**src/rtl/corner_dispatch_ctrl.sv**
```systemverilog
// corner_dispatch_ctrl: grants idle ORB descriptor generators on corner strobes,
// keeps the grant order in a circular queue and steers the sample stream to
// the oldest outstanding generator, SAMPLES samples per corner.
module corner_dispatch_ctrl #(
  parameter int unsigned NUM_GEN = 4,
  parameter int unsigned SAMPLES = 256,
  parameter int unsigned CNT_W   = 16
) (
  input  logic                             clk,
  input  logic                             rst_n,
  input  logic                             is_corner,
  input  logic                             sample_valid,
  input  logic [NUM_GEN-1:0]               is_working,
  output logic [NUM_GEN-1:0]               ena,
  output logic [NUM_GEN-1:0]               sample_valid_o,
  output logic                             is_full,
  output logic [$clog2(NUM_GEN+1)-1:0]     occupancy,
  output logic [$clog2(NUM_GEN)-1:0]       head_idx,
  output logic [CNT_W-1:0]                 corner_drop_cnt,
  output logic [CNT_W-1:0]                 sample_orphan_cnt
);

  localparam int unsigned IDX_W  = $clog2(NUM_GEN);
  localparam int unsigned OCC_W  = $clog2(NUM_GEN + 1);
  localparam int unsigned SCNT_W = (SAMPLES > 1) ? $clog2(SAMPLES) : 1;
  localparam logic [SCNT_W-1:0] SCNT_LAST = SCNT_W'(SAMPLES - 1);
  localparam logic [NUM_GEN-1:0] ONE_HOT0 = NUM_GEN'(1);

  logic [IDX_W-1:0]   queue [NUM_GEN];
  logic [IDX_W-1:0]   rd_ptr;
  logic [IDX_W-1:0]   wr_ptr;
  logic [OCC_W-1:0]   occ;
  logic [NUM_GEN-1:0] in_flight;
  logic [SCNT_W-1:0]  scnt;

  logic [NUM_GEN-1:0] busy;
  logic               all_busy;
  logic [NUM_GEN-1:0] grant_vec;
  logic [IDX_W-1:0]   grant_idx;
  logic               grant_found;
  logic               push;
  logic               routed;
  logic               pop;
  logic               orphan;
  logic               drop;
  logic [NUM_GEN-1:0] head_mask;

  function automatic logic [IDX_W-1:0] ptr_inc(input logic [IDX_W-1:0] p);
    if (p == IDX_W'(NUM_GEN - 1)) return '0;
    else return p + IDX_W'(1);
  endfunction

  assign busy      = is_working | in_flight;
  assign all_busy  = &busy;
  assign head_idx  = queue[rd_ptr];
  assign head_mask = ONE_HOT0 << head_idx;
  assign occupancy = occ;

  // Lowest-index idle generator
  always_comb begin
    grant_vec   = '0;
    grant_idx   = '0;
    grant_found = 1'b0;
    for (int unsigned i = 0; i < NUM_GEN; i++) begin
      if (!busy[i] && !grant_found) begin
        grant_vec[i] = 1'b1;
        grant_idx    = IDX_W'(i);
        grant_found  = 1'b1;
      end
    end
  end

  // Combinational strobes, gated off while reset is asserted
  always_comb begin
    push           = rst_n && is_corner && grant_found;
    drop           = rst_n && is_corner && all_busy;
    routed         = rst_n && sample_valid && (occ != '0);
    orphan         = rst_n && sample_valid && (occ == '0);
    pop            = routed && (scnt == SCNT_LAST);
    ena            = push ? grant_vec : '0;
    sample_valid_o = routed ? head_mask : '0;
    is_full        = rst_n && all_busy;
  end

  // Order queue, pointers, occupancy, in-flight mask and sample counter
  always_ff @(posedge clk) begin
    if (!rst_n) begin
      for (int unsigned i = 0; i < NUM_GEN; i++) queue[i] <= '0;
      rd_ptr    <= '0;
      wr_ptr    <= '0;
      occ       <= '0;
      in_flight <= '0;
      scnt      <= '0;
    end else begin
      if (push) begin
        queue[wr_ptr] <= grant_idx;
        wr_ptr        <= ptr_inc(wr_ptr);
      end
      if (pop) rd_ptr <= ptr_inc(rd_ptr);
      case ({push, pop})
        2'b10:   occ <= occ + OCC_W'(1);
        2'b01:   occ <= occ - OCC_W'(1);
        default: occ <= occ;
      endcase
      // grant and pop never target the same generator, so set/clear do not collide
      in_flight <= (in_flight | ena) & ~(pop ? head_mask : '0);
      if (routed) scnt <= pop ? '0 : scnt + SCNT_W'(1);
    end
  end

  // Saturating drop and orphan counters
  always_ff @(posedge clk) begin
    if (!rst_n) begin
      corner_drop_cnt   <= '0;
      sample_orphan_cnt <= '0;
    end else begin
      if (drop && (corner_drop_cnt != '1))
        corner_drop_cnt <= corner_drop_cnt + CNT_W'(1);
      if (orphan && (sample_orphan_cnt != '1))
        sample_orphan_cnt <= sample_orphan_cnt + CNT_W'(1);
    end
  end

endmodule
```
**config.mk**
```make
export PLATFORM = sky130hd
export DESIGN_NAME = corner_dispatch_ctrl
export DESIGN_NICKNAME = d
export VERILOG_FILES = /design/src/rtl/corner_dispatch_ctrl.sv
export SDC_FILE = /design/constraint.sdc
export NUM_CORES = 1
export LEC_CHECK = 0
export ABC_AREA = 1
export CAP_MARGIN = 20
export CORE_MARGIN = 10
export CORE_UTILIZATION = 49
export CTS_CLUSTER_SIZE = 14
export DETAILED_ROUTE_END_ITERATION = 10
export GPL_TIMING_DRIVEN = 0
export PLACE_DENSITY_LB_ADDON = 0.15
export SYNTH_ARGS = -nofsm -noshare
export SYNTH_HDL_FRONTEND = slang
export SYNTH_SLANG_ARGS = --single-unit
```
**constraint.sdc**
```tcl
create_clock -name clk -period 2.3 [get_ports clk]
set_input_delay 0.46 -clock clk [delete_from_list [all_inputs] [get_ports clk]]
set_output_delay 0.46 -clock clk [all_outputs]
set_load 0.03 [all_outputs]
```
Word level (Yosys, flattened, before mapping)
Memory sizes are Yosys's and may differ from the RTL's. A register that Yosys moved wholly into a read port is not among the register bits.
Index checks and enable logic that the tools add are counted.
Widths: inputs -> output; s select.
{"block": "classes", "addsub": 7, "n_reduce_logical": 23, "n_eq_ne": 7, "mux": 26, "shifts": 1, "bitwise_logic": 4}
{"op": "$add 16x1->16 const B", "n": 2}
{"op": "$ne 16x16->1 const B", "n": 2}
{"op": "$mux 2", "n": 8}
{"op": "$logic_and 1x1->1", "n": 13}
{"op": "$mux 1", "n": 13}
{"op": "$mux 4", "n": 3}
{"op": "$add 8x1->8 const B", "n": 1}
{"op": "$eq 8x8->1 const B", "n": 1}
{"op": "$mux 8", "n": 1}
{"op": "$or 4x4->4", "n": 2}
{"op": "$eq 2x2->1 const B", "n": 3}
{"op": "$pmux 3 s2", "n": 1}
{"op": "$logic_not 1->1", "n": 5}
{"op": "$add 2x1->2 const B", "n": 2}
{"op": "$and 4x4->4", "n": 1}
{"op": "$not 4->4", "n": 1}
{"op": "$reduce_and 4->1", "n": 1}
{"op": "$shl 1x2->4 const A", "n": 1}
{"op": "$add 3x1->3 const B", "n": 1}
{"op": "$logic_not 3->1", "n": 1}
{"op": "$reduce_bool 3->1", "n": 1}
{"op": "$sub 3x1->3 const B", "n": 1}
{"op": "$eq 2x1->1 const B", "n": 1}
{"op": "$reduce_bool 2->1", "n": 1}
{"op": "$reduce_or 2->1", "n": 1}
{"block": "word_totals", "output_inout_bits": 46, "regBits": 51, "wordCells": 76, "memories": 1, "ram_bits": 8, "input_bits": 8}
{"name": "queue", "depth": 4, "width": 2, "rd": 1, "rd_ports_with_merged_regs": 1, "write_ports": 4, "line": "29", "text": "logic [IDX_W-1:0] queue [NUM_GEN];"}

Logic depth before layout (Yosys ltp)
{"block": "depth", "depth_word": 16, "depth_mapped": 14, "mapped_depth_nobuf": 13}

Least setup slack after synthesis
OpenSTA, ideal clock, no wires.
{"block": "synth_path", "path_type": "reg2reg", "startpoint": "register occ[0] (netlist: occupancy[0])", "endpoint": "register occ[2] (netlist: occupancy[2])", "slack_ps": -58, "setup_ps": 122, "t_arrival_ps": 2236, "synth_period_minus_slack_ps": 2358, "t_required_ps": 2178, "path_stages_with_launch": 14, "path_buffers": 0, "cell_sequence": "dfxtp_1 inv_1 nand3_1 nand2_1 nor2_1 nand2_1 nor2_1 ha_1 inv_1 fa_1 a21oi_1 o21ai_0 o21ai_0 a21oi_1"}
{"block": "synth_via", "elab_chain_len": 5, "elab_cells_between_ends": 9, "cone_classes": "add/sub: 2; eq/ne: 2; mux: 1; reduce/logical: 4"}
{"item": "start, declared", "line": "32", "text": "logic [OCC_W-1:0] occ;"}
{"item": "start signal, assigned", "line": "101", "text": "2'b10: occ <= occ + OCC_W'(1);"}
{"item": "start signal, assigned", "line": "102", "text": "2'b01: occ <= occ - OCC_W'(1);"}
{"item": "$reduce_bool 3->1", "line": "77", "text": "routed = rst_n && sample_valid && (occ != '0);"}
{"item": "$logic_and 1x1->1", "line": "77"}
{"item": "$logic_and 1x1->1", "line": "79", "text": "pop = routed && (scnt == SCNT_LAST);"}
{"item": "$eq 2x1->1 / $eq 2x2->1 (equally long branches)", "line": "100", "text": "case ({push, pop})"}
{"item": "$pmux 3 s2 / $reduce_bool 2->1 (equally long branches)"}
Several ways; a longest one is shown, not always the timed one.
A chain may end at the register's enable or synchronous reset.

Final worst setup path
{"block": "layout_path", "startpoint": "register scnt[1]", "endpoint": "register occ[2] (netlist: occupancy[2])"}
{"block": "layout_via", "elab_chain_len": 4, "elab_cells_between_ends": 6, "cone_classes": "eq/ne: 3; mux: 1; reduce/logical: 2"}
{"item": "start, declared", "line": "34", "text": "logic [SCNT_W-1:0] scnt;"}
{"item": "start signal, assigned", "line": "107", "text": "if (routed) scnt <= pop ? '0 : scnt + SCNT_W'(1);"}
{"item": "$eq 8x8->1 *", "line": "79"}
{"item": "$logic_and 1x1->1 *", "line": "79"}
{"item": "$eq 2x1->1 / $eq 2x2->1 (equally long branches)", "line": "100"}
{"item": "$pmux 3 s2 / $reduce_bool 2->1 (equally long branches)"}
Every way passes the cells marked *; elsewhere a longest branch is shown, timed or not.

==> impl_metrics.ini <==
[cells_and_area]
fin_area_sq_um = 4240
fillerInstances = 634
drive_gt1_share_pct = 14.3
finalNonFillerCells = 659
diodes = 0
finalNetCount = 589
post-route-util_pct = 62.8
syn2layout_area_growth_pct = 24.7
multi_input_area_sq_um = 1860
seq_area_sq_um = 1310

[clock_tree]
cts_buffers = 9
hold_buffers = 0
cts_root_buffer = clkbuf_8
clock-sinks = 61
cts_tree = yes
htreeDepth = 3
clk_latency_ps = 340
clk_path_buf_depth = 2
clk_pin_slew_ps = 70

[run_status]
status = completed

[synth]
synth_top_family_by_area = simple AND/OR/NAND/NOR gates
ys_warn_count = 0
ys_ff_latch = 61
synth_top_area_cell = dfxtp_1
synth.most_common_cell = nand2_1
synth_area_leaders = dfxtp_1 (31%), nand2_1 (16%), nor2_1 (10%)
synth_area_per_cell_sq_um = 6.74
synth_xor_area_share_pct = 2.06
ys_types = 32
yosys.area_share.adder_pct = 2.79
ys_top_cells_by_count = nand2_1 (146), nor2_1 (94), dfxtp_1 (53)
synth_mux_area_share_pct = 0
ys.flop_type = dfxtp_1
synth_edf_count = 8
synth_fp_nets = 520
yosysSeqAreaShare_pct = 38.2
synth-simple-area-share_pct = 39.6
syn_inst = 505
netlist_area_sq_um = 3400
synth-compound-area-share_pct = 9.12
yosysTopAreaCellShare_pct = 31.2
ys_async_sr_fraction_pct = 0

[worst_hold_path]
min_path_type = in -> reg

[timing]
finalSetupTns_ps = 0
maxSlewViolCount = 0
slew_headroom_pct = 61.3
finalSetupViolations = 0
worstMarginPinSlew_ps = 580
skew_ps = 7.36
fmax_mhz = 449
rsz0062_at_grt = true
min_period_over_period_pct = 96.8
final_hold_viol_count = 0
period_minus_slack_ps = 2230

[power]
seqPwrFrac_pct = 52.7
swShare_pct = 27.0
combPwrFrac_pct = 9.5
pwr-share-clk_pct = 37.8
p_per_area_nw_per_um2 = 500
p_leak_nw = 1.66
power_w = 0.00212
internal_power_w = 0.00155
p_switching_w = 0.000573
vdd_ir_drop_max_v = 0.000361

[worst_setup_path]
slowest_delay_ps = 370
crit_buf_inv = 1
critical_path_required_ps = 2520
critical-path-top-delay-family = adder cells
crit_type = reg -> reg
worstPathCellList = ha_1 > nand2_1 > nor2_4 > nand2_2 > nor2_4 > ha_1 > inv_2 > fa_2 > a21oi_2 > o21ai_1 > o21ai_1 > a21oi_1
worstPathArrival_ps = 2450
startpoint_type = register
cp-end-kind = register
crit_path_max_fanout = 4
slowest_stage = dfxtp_1

[route]
first_pass_iters = 4
vias = 3328
ant_nets = 0
wirelength_um = 8280
viasPerCell = 5.05
wire_per_inst_um = 12.6
drtIter0Drc = 160
post-route-drc-count = 0

[placed_design]
io_buffers = 52
dp_cells = 637
routabilityCongestion = 0.867
dp_hpwl_um = 6170
postPlaceCellArea_sq_um = 4030

[floorplanning]
rows = 30
die_height_um = 103
dieArea_sq_um = 10700
io_pins = 54
start_util_pct = 50.4
die_w_um = 103
design.core.area_sq_um = 6760

[job]
maxCapViolCount = 0

[global_routing]
grt_max_degree = 11
grt_remaining_overflow = 0
grt_pass1_vias = 3030
grt_pass1_wl_um = 13600
grt_usage_pct = 16.0
antenna_found_initial = 0
[cells in the final DEF, fill, tap and decap left out, drive strengths merged, types with 5 or more instances in the layout]
cell / synthesis / final
dfxtp: 53 / 53
nand2: 152 / 152
buf: 9 / 22
nand4: 13 / 13
nor2: 104 / 104
ha: 6 / 6
clkbuf: 3 / 13
clkdlybuf4s50: 0 / 41
nand3: 38 / 38
o21ai: 13 / 13
clkinv: 0 / 5
a21oi: 38 / 38
inv: 52 / 52
edfxtp: 8 / 8
[per-stage QoR]
stage / setup WS, ps / hold WS, ps
3_3_place_gp: -507 / 432
4_1_cts: 4.87 / 433
2_1_floorplan: 44.4 / 457
6_report: 73.2 / 442
5_1_grt: -93.4 / 449
3_5_place_dp: -570 / 435
[power by group through the flow]
stage	clock (W)	sequential, W	combinational [W]
4_1_cts	0.000822	0.00112	0.000200
3_3_place_gp	0	0.00114	0.000198
5_1_grt	0.000877	0.00112	0.000224
6_report	0.000803	0.00112	0.000202
3_5_place_dp	0	0.00114	0.000202
2_1_floorplan	0	0.00115	0.000127
[sequential cells by signal, indices dropped and copies added (netlist names), named ones only]
signal,count
wr_ptr,2
scnt,8
queue,8
occupancy,3
in_flight,4
rd_ptr,2
sample_orphan_cnt,16
corner_drop_cnt,16
[tightest hold or removal path: stages]
cell and delay, ps:
buf_4 150, o21ai_0 70, a21oi_1 40
[logic make-up (layout without fill, tap and decap cells)]
kind of cell	count (synthesis)	count (layout)
AO/OA/AOI/OAI	53	53
buffers and inverters	64	138
XOR/XNOR	8	8
AND/OR/NAND/NOR	312	312
adder cells (fa/ha/maj)	7	7
flip-flops	61	61
[metal layers]
| layer | GRT usage [%] | share of wire, % |
|---|---|---|
| met1 | 19.8 | 46 |
| met2 | 25.0 | 45 |
| met3 | 4.52 | 6.0 |
| met4 | 7.81 | 2.3 |
| met5 | 0 | 0 |
[repair_timing]
item                       in CTS  in global routing
buffers inserted                5                  2
setup endpoints to repair      12                  8
pin swaps                       2                  2
gates resized for setup        37                 26
[final timing paths]
kind,slack (ps),start,end,depth (start not counted)
min reg2reg,450,occupancy[0]$_SDFFE_PN0P_,occupancy[0]$_SDFFE_PN0P_,1
max reg2reg,70,scnt[1]$_SDFFE_PN0P_,occupancy[2]$_SDFFE_PN0P_,12
min,440,rst_n,in_flight[1]$_SDFF_PN0_,3
max,70,scnt[1]$_SDFFE_PN0P_,occupancy[2]$_SDFFE_PN0P_,12
[area by class of cell]
| class | instances | share of cell area (%) |
|---|---|---|
| sequential | 61 | 30.8 |
| timing repair buffer | 59 | 12.7 |
| clock buffer | 10 | 3.01 |
| tap | 80 | 2.36 |
| clock inverter | 6 | 0.708 |
| inverter | 52 | 4.60 |
| buffer | 11 | 1.86 |
| multi-input combinational | 380 | 43.9 |
Power figures use the tool's default switching activity.
